File: config.mk
export PLATFORM = sky130hd
export DESIGN_NAME = mem_stage_ctrl
export DESIGN_NICKNAME = d
export VERILOG_FILES = /design/src/rtl/mem_stage_ctrl.sv
export SDC_FILE = /design/constraint.sdc
export NUM_CORES = 1
export LEC_CHECK = 0
export ABC_AREA = 1
export BUFFER_PORTS_ARGS = -buffer_cell sky130_fd_sc_hd__clkbuf_2
export CAP_MARGIN = 20
export CORE_ASPECT_RATIO = 1.2
export CORE_MARGIN = 2
export CORE_UTILIZATION = 45
export CTS_BUF_LIST = sky130_fd_sc_hd__clkbuf_4 sky130_fd_sc_hd__clkbuf_8 sky130_fd_sc_hd__clkbuf_16
export DETAILED_ROUTE_END_ITERATION = 12
export PLACE_DENSITY = 0.79
export SYNTH_ARGS = -nofsm -noshare
export SYNTH_HDL_FRONTEND = slang
export SYNTH_SLANG_ARGS = --single-unit
File: constraint.sdc
create_clock -name clock -period 2.44 [get_ports clock]
set_input_delay 0.488 -clock clock [delete_from_list [all_inputs] [get_ports clock]]
set_output_delay 0.488 -clock clock [all_outputs]
set_load 0.01 [all_outputs]
File: src/rtl/mem_stage_ctrl.sv
// mem_stage_ctrl: sequences the MEM stage of a 5-stage MIPS pipeline against
// a variable-latency data memory using a req/ack handshake.
//   Pipeline side : m_valid, m_load, m_store, m_addr, m_wdata (in)
//                   stall, wb_en, wb_bubble, mdo (out)
//   Memory side   : mem_req, mem_we, mem_addr, mem_wdata (out)
//                   mem_ack, mem_rdata (in)
//   Status        : err_misalign, err_timeout (sticky out), err_clr (in)
// FSM: IDLE -> ACCESS -> DONE | FAULT -> IDLE.
module mem_stage_ctrl #(
  parameter int DATA_W  = 32,
  parameter int TIMEOUT = 15,
  parameter int CNT_W   = 4
) (
  input  logic              clock,
  input  logic              resetn,
  input  logic              m_valid,
  input  logic              m_load,
  input  logic              m_store,
  input  logic [DATA_W-1:0] m_addr,
  input  logic [DATA_W-1:0] m_wdata,
  input  logic              mem_ack,
  input  logic [DATA_W-1:0] mem_rdata,
  input  logic              err_clr,
  output logic              mem_req,
  output logic              mem_we,
  output logic [DATA_W-1:0] mem_addr,
  output logic [DATA_W-1:0] mem_wdata,
  output logic              stall,
  output logic              wb_en,
  output logic              wb_bubble,
  output logic [DATA_W-1:0] mdo,
  output logic              err_misalign,
  output logic              err_timeout
);

  typedef enum logic [1:0] {IDLE, ACCESS, DONE, FAULT} state_t;

  // Request latched at issue; held stable for the whole transaction.
  typedef struct packed {
    logic              we;
    logic [DATA_W-1:0] addr;
    logic [DATA_W-1:0] wdata;
  } mreq_t;

  state_t           state, state_nxt;
  mreq_t            req_q;
  logic [CNT_W-1:0] cnt;

  logic mem_op, aligned, issue, timeout_hit, set_mis, set_to;

  assign mem_op      = m_valid & (m_load | m_store);
  assign aligned     = (m_addr[1:0] == 2'b00);
  assign issue       = (state == IDLE) & mem_op & aligned;
  assign timeout_hit = (cnt == CNT_W'(TIMEOUT - 1));
  assign set_mis     = (state == IDLE) & mem_op & ~aligned;
  assign set_to      = (state == ACCESS) & ~mem_ack & timeout_hit;

  assign mem_we    = req_q.we;
  assign mem_addr  = req_q.addr;
  assign mem_wdata = req_q.wdata;

  // State register
  always_ff @(posedge clock or negedge resetn) begin
    if (!resetn) state <= IDLE;
    else         state <= state_nxt;
  end

  // Next-state logic
  always_comb begin
    state_nxt = state;
    case (state)
      IDLE:   if (issue) state_nxt = ACCESS;
      ACCESS: if (mem_ack)          state_nxt = DONE;
              else if (timeout_hit) state_nxt = FAULT;
      DONE:   state_nxt = IDLE;
      FAULT:  state_nxt = IDLE;
      default: state_nxt = IDLE;
    endcase
  end

  // Pipeline control outputs. MEM/WB always loads; a held instruction is
  // expressed as a bubble rather than a frozen register.
  always_comb begin
    stall     = 1'b0;
    wb_en     = 1'b1;
    wb_bubble = 1'b0;
    case (state)
      IDLE: begin
        stall     = issue;
        wb_bubble = mem_op;   // misaligned ops are squashed without a stall
      end
      ACCESS: begin
        stall     = 1'b1;
        wb_bubble = 1'b1;
      end
      DONE:  ;
      FAULT: wb_bubble = 1'b1;
      default: ;
    endcase
  end

  // Request/datapath registers
  always_ff @(posedge clock or negedge resetn) begin
    if (!resetn) begin
      mem_req <= 1'b0;
      req_q   <= '0;
      cnt     <= '0;
      mdo     <= '0;
    end else begin
      case (state)
        IDLE: if (issue) begin
          // load+store together is a load
          req_q   <= '{we: m_store & ~m_load, addr: m_addr, wdata: m_wdata};
          mem_req <= 1'b1;
          cnt     <= '0;
        end
        ACCESS: begin
          cnt <= cnt + 1'b1;
          if (mem_ack) begin
            mem_req <= 1'b0;
            if (!req_q.we) mdo <= mem_rdata;
          end else if (timeout_hit) begin
            mem_req <= 1'b0;
          end
        end
        default: ;
      endcase
    end
  end

  // Sticky errors; a new set wins over a same-cycle clear.
  always_ff @(posedge clock or negedge resetn) begin
    if (!resetn) begin
      err_misalign <= 1'b0;
      err_timeout  <= 1'b0;
    end else begin
      if (set_mis)      err_misalign <= 1'b1;
      else if (err_clr) err_misalign <= 1'b0;
      if (set_to)       err_timeout  <= 1'b1;
      else if (err_clr) err_timeout  <= 1'b0;
    end
  end

endmodule

; ---- Yosys cells after proc, flatten, opt, wreduce, memory -nomap -nowiden
; Index checks and enable logic that the tools add are counted.
[word_totals]
reg_bits = 106
out_inout_bits = 103
[classes]
add_sub_neg = 1
n_eq_ne = 6
mux = 15
bitwise_logic = 12
reduce_logical = 12
[op_table]
columns = operator, count
row1 = case mux 4 bit (2 select lines), 1
row2 = AND 1 bit, 7
row3 = two-way mux 1 bit, 6
row4 = two-way mux 2 bit, 3
row5 = case mux 1 bit (2 select lines), 3
row6 = case mux 2 bit (3 select lines), 1
row7 = AND reduction 2 bit, 3
row8 = AND reduction 3 bit, 2
row9 = nonzero test 2 bit, 3
row10 = "adder 4 x 1 -> 4 bit, second input constant", 1
row11 = "equality test 2 bit, second input constant", 2
row12 = "equality test 4 bit, second input constant", 1
row13 = zero test 2 bit, 2
row14 = two-way mux 4 bit, 1
row15 = inverter 1 bit, 4
row16 = OR reduction 2 bit, 2
row17 = "inequality test 3 bit, second input constant", 1
row18 = "equality test 2 x 1 -> 1 bit, second input constant", 1
row19 = "inequality test 2 bit, second input constant", 1
row20 = OR 1 bit, 1

; ---- Longest topological paths before layout
; Gate-level depths: netlist (run 1).
[logic_depth]
depth_word = 6
ltp_mapped = 7
depth_no_buf = 7

; ---- Worst setup path before layout (run 1)
; Ideal clock, no wire load.
[synth_path]
path_kind = input to output
start = input port m_store
end = output port stall
arrival_ns = 1.179
path_slack_ns = 0.773
stages = 5
path_buffers = 1
cell_sequence = nor2_1 nor2_2 nand3_2 clkbuf_1 nand2_1
[synth_via]
elab_chain_len = 5
[synth_rtl]
columns = element, line
row1 = from (decl), 18  ; input logic m_store,
row2 = OR 1 bit, 51  ; assign mem_op = m_valid & (m_load | m_store);
row3 = AND 1 bit, 51
row4 = AND 1 bit (2 in series), 53  ; assign issue = (state == IDLE) & mem_op & aligned;
row5 = case mux 1 bit (2 select lines), 87  ; case (state)
row6 = to (decl), 28  ; output logic stall,
; No other way between the ends.

; ---- Final worst setup path (run 1)
[layout_path]
start = register state[0]
end = output port stall
[layout_via]
elab_chain_len = 4
elab_cells_between_ends = 5
[layout_rtl]
columns = element, line
row1 = from (decl), 45  ; state_t state, state_nxt;
row2 = from (signal assigned), 65  ; else state <= state_nxt;
row3 = zero test 2 bit, "53, 87"
row4 = AND 1 bit (2 in series), 53
row5 = case mux 1 bit (2 select lines) (*), 87
; Mark *: on every way between the ends. The rest lies on a longest branch, timed or not.

==> impl_metrics.yaml, run 1 <==
run_status:
  status: "finished clean"
placement:
  dpl_cell_area_um2: 5290
  gp_congestion: 0.732
  io_buffers: 204
  dp_hpwl_mm: 7.06
synthesis:
  syn_nets: 574
  synthFlopType: "dfrtp_1"
  yosysSeqAreaShare_pct: 64.0
  synth_cells: 469
  synth_common_cells: "268 x nand2_1, 106 x dfrtp_1, 37 x nand3_1"
  yosysTopAreaCell: "dfrtp_1"
  ys_async_sr_fraction_pct: 100
  synth-xor-area-share_pct: 0
  synth_warnings: 0
  synth_compound_area_share_pct: 0.544
  muxShareOfSynthArea_pct: 0
  synth_top_family_by_area: "simple AND/OR/NAND/NOR gates"
  post-synth-top-count-cell: "nand2_1"
  synth_area_um2: 4140
  syn_area_per_cell_um2: 8.83
  yosys-top-cells-area: "dfrtp_1 64%, nand2_1 24%, nand3_1 4.5%, buf_4 1.3%, inv_1 1.1%"
  synth_edf_count: 0
  synth_top_area_share_pct: 64.0
  synthSimpleGateAreaFrac_pct: 30.5
  synth-seq-cells: 106
  synth_cell_types: 19
  synth_fa_ha_area_share_pct: 0.604
detailed_routing:
  drt-vias-per-instance: 4.64
  met1_length_mm: 4.09
  met2_length_mm: 4.74
  drc: 0
  wire_per_inst_um: 12.1
  route.met3.wl_um: 663
  final_antenna_net_count: 0
  drt-total-wl_mm: 9.62
  routed.top_layer: "met4"
  num_vias: 3685
  dr.pass1.iters: 4
  drtIter0Drc: 146
final_layout:
  multi_input_area_um2: 1320
  nFillCells: 783
  regArea_um2: 2650
  final_layout_size_suffix_gt1_share_pct: 35.3
  diodes: 0
  area_growth_pct: 32.5
  finalNetCount: 775
  stdcell_area_um2: 5490
timing:
  fin_skew_ps: 11.2
  setup_viol: 0
  drv_slew: 0
  fin_crit_sh_pct: 81.6
  layout_min_cycle_time_ps: 1990
  worst_pin_slew_ps: 579
  finalSetupTns_ps: 0
  clock.fmax_mhz: 502
  hold_viol: 0
  rsz0062_at_grt: "false"
  slew_headroom_pct: 61.3
critical_path:
  startpoint_type: "flip-flop"
  cpPeakStageDelay_ps: 430
  path_max_fanout: 15
  crit_path_end_kind: "primary output"
  critPathSlowestCell: "dfrtp_1"
  cp.arrival_ps: 1500
  critical_path_buf_inv_count: 1
  path_delay_family: "simple AND/OR/NAND/NOR gates"
  crit_start: "state[0]"
  crit_required_ps: 1950
  cp_cell_sequence: "nor2_2 -> nand3_2 -> nand2_1 -> clkbuf_2"
  crit_type: "reg -> out"
  r2r_start: "state[1]"
clocking:
  cts_tree: "yes"
  htreeDepth: 3
  ctsResizeCount: 0
  cts.clk_slew.worst_paths_ps: 100
  clock-root-buffer: "clkbuf_8"
  insertion_delay_ps: 360
  post-cts-setup-buffers: 0
  cts_num_sinks: 106
  hold_buffers: 0
  clock_path_buffers: 2
  cts-buffers-inserted: 9
power:
  clock_power_share_pct: 21.6
  seqPwrFrac_pct: 50.6
  combPwrFrac_pct: 27.8
  p_sw_mw: 1.67
  netSwitchingFraction_pct: 33.6
  finalPower_mw: 4.98
  peakVddDrop_mv: 0.553
  p_per_area_nw_per_um2: 906
  p_int_mw: 3.31
  leakagePower_nw: 3.29
global_route:
  antenna_found_initial: 0
  first_global_vias: 3547
  grt_pass1_wl_mm: 15.7
  grt_max_degree: 65
  globalRouteOverflowTotal: 0
  grt_usage_pct: 19.6
die:
  initial_core_util_pct: 46.1
  io_pins: 206
  core_um2: 8990
  die_h_um: 109
  die-area_um2: 9990
  chipWidth_um: 91.6
  rows: 38
hold_path:
  hold_class: "in -> async"
run:
  max_cap_violations: 0
## cells in the final DEF (no fill, tap or decap), types with 2 or more instances in the layout
| master | count |
|---|---|
| or2_2 | 2 |
| nor2_1 | 7 |
| nand3_1 | 37 |
| clkbuf_2 | 203 |
| buf_4 | 8 |
| buf_12 | 2 |
| ha_1 | 2 |
| inv_1 | 12 |
| clkbuf_8 | 9 |
| inv_2 | 2 |
| clkinvlp_4 | 4 |
| o22ai_1 | 2 |
| inv_6 | 2 |
| dfrtp_1 | 106 |
| nor2_2 | 3 |
| nand2_1 | 268 |
## per-layer routing
layer / vias up / GRT usage (%)
li1: 1827 / -
met1: 1696 / 25.3
met2: 153 / 32.7
met3: 9 / 3.73
met4: 0 / 7.79
met5: - / 0
## sequential cells by signal, indices dropped and copies added (netlist names)
register      count
cnt               4
err_misalign      1
err_timeout       1
mdo              32
mem_addr         32
mem_req           1
mem_wdata        32
mem_we            1
state             2
## kinds of logic (layout without fill, tap and decap cells)
| group | after synthesis | in the layout |
|---|---|---|
| and+or+nand+nor | 319 | 319 |
| DFF | 106 | 106 |
| buffers and inverters | 37 | 243 |
| AOI/OAI and AO/OA | 4 | 4 |
| adders and majority gates | 2 | 2 |
| other | 1 | 1 |
## cell type report
cell class                      instances  area share [%]
Clock buffer                            9            2.26
Clock inverter                          7            1.41
Inverter                               14           0.957
Multi-Input combinational cell        326            24.0
Sequential cell                       106            48.3
Tap cell                              120            2.74
Timing Repair Buffer                  213            20.3
## final timing paths
path	end	slack, ps	cells past startpoint
setup / recovery	stall	450	4
setup reg to reg	mdo[24]	790	7
max in group asynchronous	mem_wdata[31]	1840	2
hold reg to reg	mdo[2]	480	2
min in group clock	mem_addr[21]	310	3
hold / removal	mdo[14]	30	1
## power by group through the flow
stage | logic, mW | clock network [mW] | registers (mW)
after CTS | 1.41 | 1.10 | 2.52
after detailed placement | 1.41 | 0 | 2.54
after global placement | 1.37 | 0 | 2.53
after floorplan | 0.473 | 0 | 2.74
after global routing | 1.56 | 1.17 | 2.58
final | 1.38 | 1.07 | 2.52
## through the flow
stage	cells	worst slack (ps)	util [%]	hold WS (ps)
CTS	795	426	61.1	19.3
finish	795	450	61.1	29.2
floorplan	469	773	-	192
global route	795	300	61.1	37.9
global placement	779	691	58.8	424
detailed placement	779	656	58.8	427
## worst register-to-register path, delay by kind of cell, from the launching register on
family                 cells  cell delay [ps]
AND/OR/NAND/NOR            4              360
flip-flops                 1              390
buffers and inverters      3              790
Power figures use the tool's default switching activity.
==> run 2: changes to the inputs <==
--- a/config.mk
+++ b/config.mk
@@ -10,10 +10,10 @@
 export CAP_MARGIN = 20
 export CORE_ASPECT_RATIO = 1.2
 export CORE_MARGIN = 2
-export CORE_UTILIZATION = 45
+export CORE_UTILIZATION = 41
 export CTS_BUF_LIST = sky130_fd_sc_hd__clkbuf_4 sky130_fd_sc_hd__clkbuf_8 sky130_fd_sc_hd__clkbuf_16
 export DETAILED_ROUTE_END_ITERATION = 12
-export PLACE_DENSITY = 0.79
+export PLACE_DENSITY = 0.76
 export SYNTH_ARGS = -nofsm -noshare
 export SYNTH_HDL_FRONTEND = slang
 export SYNTH_SLANG_ARGS = --single-unit
==> constraint.sdc (replaced) <==
create_clock -name clock -period 1.6 [get_ports clock]
set_input_delay 0.32 -clock clock [delete_from_list [all_inputs] [get_ports clock]]
set_output_delay 0.32 -clock clock [all_outputs]
set_load 0.01 [all_outputs]
==> run 2 against run 1 <==
Worst hold slack improved by 140 ps. Register-to-register slack got worse by 620 ps. Clock power increased by 120%. Combinational power increased by 54%. Critical path type unchanged. Critical endpoint unchanged. Largest cell class unchanged.
==> impl_metrics.yaml, run 2 (synthesized netlist as in run 1, its figures left out) <==
detailed_routing:
  drt-vias-per-instance: 4.64
  num_vias: 3726
  final_antenna_net_count: 0
  dr.pass1.iters: 4
  drt-total-wl_mm: 10.2
  drc: 0
  wire_per_inst_um: 12.7
  drtIter0Drc: 226
timing:
  fin_crit_sh_pct: 95.3
  fin_skew_ps: 6.08
  layout_min_cycle_time_ps: 1530
  drv_slew: 0
  finalSetupTns_ps: 0
  rsz0062_at_grt: "false"
  clock.fmax_mhz: 655
  hold_viol: 0
  setup_viol: 0
placement:
  io_buffers: 204
  dpl_cell_area_um2: 5330
  gp_congestion: 0.776
  dp_hpwl_mm: 7.56
die:
  core_um2: 9910
  initial_core_util_pct: 41.8
  io_pins: 206
  rows: 40
  die_h_um: 114
  chipWidth_um: 95.8
  die-area_um2: 10900
hold_path:
  hold_class: "in -> reg"
clocking:
  ctsResizeCount: 0
  cts_tree: "yes"
  cts_num_sinks: 106
  htreeDepth: 3
  clock-root-buffer: "clkbuf_16"
  cts-buffers-inserted: 9
  insertion_delay_ps: 340
  cts.clk_slew.worst_paths_ps: 70
  clock_path_buffers: 2
power:
  leakagePower_nw: 3.39
  p_per_area_nw_per_um2: 1470
  peakVddDrop_mv: 0.616
global_route:
  grt_usage_pct: 18.8
  antenna_found_initial: 0
  grt_max_degree: 48
  grt_pass1_wl_mm: 16.1
  globalRouteOverflowTotal: 0
  first_global_vias: 3580
final_layout:
  area_growth_pct: 36.8
  finalNetCount: 777
  stdcell_area_um2: 5670
  final_cell_mix: "268 x nand2_1, 203 x clkbuf_2, 106 x dfrtp_1"
  diodes: 0
  post-route-util_pct: 57.2
  layout_commonest_cell: "nand2_1"
  nFillCells: 918
  final_layout_size_suffix_gt1_share_pct: 35.3
critical_path:
  r2r_start: "state[0]"
  worstSetupEndpoint: "stall"
  startpoint_type: "flip-flop"
  cp_num_cells: 4
  crit_type: "reg -> out"
  r2r_cells: 7
  critPathSlowestCell: "dfrtp_1"
  crit_start: "state[0]"
  r2r-end: "mem_wdata[21]"
  critical_path_buf_inv_count: 1
  cp.arrival_ps: 1210
  path_max_fanout: 4
  cp_cell_sequence: "nor2_2 -> nand3_2 -> nand2_1 -> clkbuf_2"
  r2r_slack_ps: 170
  crit_path_end_kind: "primary output"
  path_delay_family: "flip-flops"
  crit_required_ps: 1280
  cpPeakStageDelay_ps: 420
run:
  max_cap_violations: 0
run_status:
  status: "finished clean"
-- run 2: worst min-delay path by stage --
stage / end / from / cells after the start
after floorplan: cnt[0] / resetn / 0
after global placement: mdo[10] / resetn / 1
after detailed placement: mdo[10] / resetn / 1
after CTS: mem_addr[28] / m_addr[28] / 3
after global routing: mem_wdata[8] / m_wdata[8] / 3
final: mem_addr[28] / m_addr[28] / 3
-- run 2: where the power goes --
group          switching (mW)  internal, mW
Clock                   0.921          1.40
Combinational            1.22         0.911
Sequential              0.442          3.42
Total                    2.58          5.73
-- run 2: worst reg2reg max path, cell delays in order (launching register included) --
cell	delay, ps
dfrtp_1	420
nor2_2	130
nand3_2	110
buf_4	150
inv_2	200
buf_12	200
nand2_1	90
nand2_1	70
-- run 2: metrics by stage --
step / setup slack, ps / hold slack (ps) / total power, mW / cells
6_report: 74.4 / 169 / 8.31 / 803
5_1_grt: 16.6 / 162 / 8.88 / 803
4_1_cts: 19.1 / 160 / 8.42 / 802
3_5_place_dp: 203 / 247 / 6.07 / 785
3_3_place_gp: 265 / 247 / 5.96 / 785
2_1_floorplan: 265 / 24.4 / 4.91 / 469
-- run 2: per-layer routing --
layer / track usage, % / vias up / share of wire [%]
li1: - / 1835 / -
met1: 21.5 / 1733 / 40
met2: 32.9 / 144 / 50
met3: 5.40 / 14 / 8.2
met4: 6.95 / 0 / 1.5
met5: 0 / - / 0
-- run 2: area by class of cell --
type / count / area (um2) / area share (%)
Inverter: 14 / 52.6 / 0.927
Tap cell: 126 / 158 / 2.78
Sequential cell: 106 / 2650 / 46.8
Clock inverter: 6 / 80.1 / 1.41
Multi-Input combinational cell: 326 / 1320 / 23.2
Clock buffer: 10 / 239 / 4.22
Timing Repair Buffer: 215 / 1170 / 20.7
-- run 2: what timing repair did --
action                                 CTS  global route
endpoints found under the hold margin   22             0
buffers inserted                         0             1
setup endpoints to repair                0             1
hold buffers                             1             0
==> run 3: changes to the inputs <==
--- a/config.mk
+++ b/config.mk
@@ -7,9 +7,9 @@
 export LEC_CHECK = 0
 export ABC_AREA = 1
 export BUFFER_PORTS_ARGS = -buffer_cell sky130_fd_sc_hd__clkbuf_2
-export CAP_MARGIN = 20
+export CAP_MARGIN = 40
 export CORE_ASPECT_RATIO = 1.2
-export CORE_MARGIN = 2
+export CORE_MARGIN = 5
 export CORE_UTILIZATION = 41
 export CTS_BUF_LIST = sky130_fd_sc_hd__clkbuf_4 sky130_fd_sc_hd__clkbuf_8 sky130_fd_sc_hd__clkbuf_16
 export DETAILED_ROUTE_END_ITERATION = 12
==> run 3 against run 2 <==
Global-route usage shrank 1.7 points. Sequential share of layout area up 0.37 points. Sequential power about the same. Critical path type unchanged.
==> impl_metrics.yaml, run 3 (synthesized netlist as in run 1, its figures left out) <==
timing:
  hold_viol: 0
  clock.fmax_mhz: 662
  rsz0062_at_grt: "false"
  layout_min_cycle_time_ps: 1510
  drv_slew: 0
  setup_viol: 0
  worst_slack_ps: 89.6
  fin_skew_ps: 6.26
  fin_crit_sh_pct: 94.4
  finalSetupTns_ps: 0
critical_path:
  r2r_cells: 7
  path_max_fanout: 3
  crit_path_end_kind: "primary output"
  startpoint_type: "flip-flop"
  r2r_slack_ps: 210
  crit_required_ps: 1280
  crit_type: "reg -> out"
  r2r_start: "state[0]"
  crit_start: "state[0]"
  cp.arrival_ps: 1190
  r2r-end: "mem_wdata[30]"
clocking:
  ctsResizeCount: 0
  clock_path_buffers: 2
  htreeDepth: 3
  cts.clk_slew.worst_paths_ps: 70
  insertion_delay_ps: 330
  cts-buffers-inserted: 9
  cts_num_sinks: 106
  cts_tree: "yes"
  clock-root-buffer: "clkbuf_16"
die:
  chipWidth_um: 102
  die_h_um: 120
  io_pins: 206
  initial_core_util_pct: 41.6
  rows: 40
  core_um2: 9960
  die-area_um2: 12200
detailed_routing:
  wire_per_inst_um: 12.8
  drt-total-wl_mm: 10.2
  num_vias: 3639
  drc: 0
  drt-vias-per-instance: 4.54
  dr.pass1.iters: 4
  drtIter0Drc: 114
  final_antenna_net_count: 0
power:
  leakagePower_nw: 3.37
  peakVddDrop_mv: 0.613
  p_per_area_nw_per_um2: 1430
hold_path:
  hold-path-endpoint: "mem_wdata[8]"
  hold_depth: 3
  min-delay-start: "m_wdata[8]"
  hold_class: "in -> reg"
final_layout:
  finalNetCount: 776
  final_cell_mix: "268 x nand2_1, 203 x clkbuf_2, 106 x dfrtp_1"
  regArea_um2: 2650
  layout_commonest_cell: "nand2_1"
  multi_input_area_um2: 1320
  nFillCells: 939
  diodes: 0
  final_layout_size_suffix_gt1_share_pct: 35.2
  area_growth_pct: 35.8
placement:
  gp_congestion: 0.779
  pre_cts_slack_ps: 275
  io_buffers: 204
  dp_hpwl_mm: 7.70
run:
  max_cap_violations: 0
global_route:
  grt_usage_pct: 17.1
  antenna_found_initial: 0
  grt_max_degree: 65
  first_global_vias: 3658
  globalRouteOverflowTotal: 0
  grt_pass1_wl_mm: 17.0
run_status:
  status: "finished clean"
==> run 3: worst max-delay path, stage by stage, from the launching register on <==
cell	delay [ps]
dfrtp_1	420
nor2_2	150
nand3_2	90
nand2_1	70
clkbuf_2	130
==> run 3: what timing repair did <==
action | 4_1_cts | 5_1_grt
hold buffers | 1 | 0
setup endpoints to repair | 1 | 0
buffers inserted | 1 | 0
endpoints found under the hold margin | 63 | 0
==> run 3: how the worst max path moves through the flow <==
stage,to
floorplan,stall
global placement,mem_wdata[4]
detailed placement,mem_wdata[14]
CTS,wb_bubble
global route,stall
finish,stall
==> run 3: final cells by class <==
class | instances | share of cell area (%)
repair buffers | 214 | 20.7
flip-flops and latches | 106 | 47.2
clock inverters | 5 | 0.512
multi-input cells | 326 | 23.4
inverters | 14 | 0.934
clock buffers | 11 | 4.49
well taps | 126 | 2.80
==> run 3: metrics by stage <==
step	cell area, um2	instances	util, %	hold WS (ps)	power [mW]
global route	5620	802	56.5	167	8.61
CTS	5620	802	56.5	162	8.16
finish	5620	802	56.5	178	8.04
global placement	5330	784	53.5	340	5.99
floorplan	4140	469	-	24.4	4.91
detailed placement	5330	784	53.5	348	6.08
==> run 3: routing by layer <==
layer	wire [um]	part of all wire (%)	global-route usage (%)
met5	0	0	0
met4	150	1.5	5.99
met3	997	9.7	4.30
met2	4940	48	27.7
met1	4150	41	22.1
==> run 3: where the power goes <==
group / switching (mW) / internal [mW]
registers: 0.440 / 3.42
clock network: 0.913 / 1.13
logic: 1.22 / 0.911
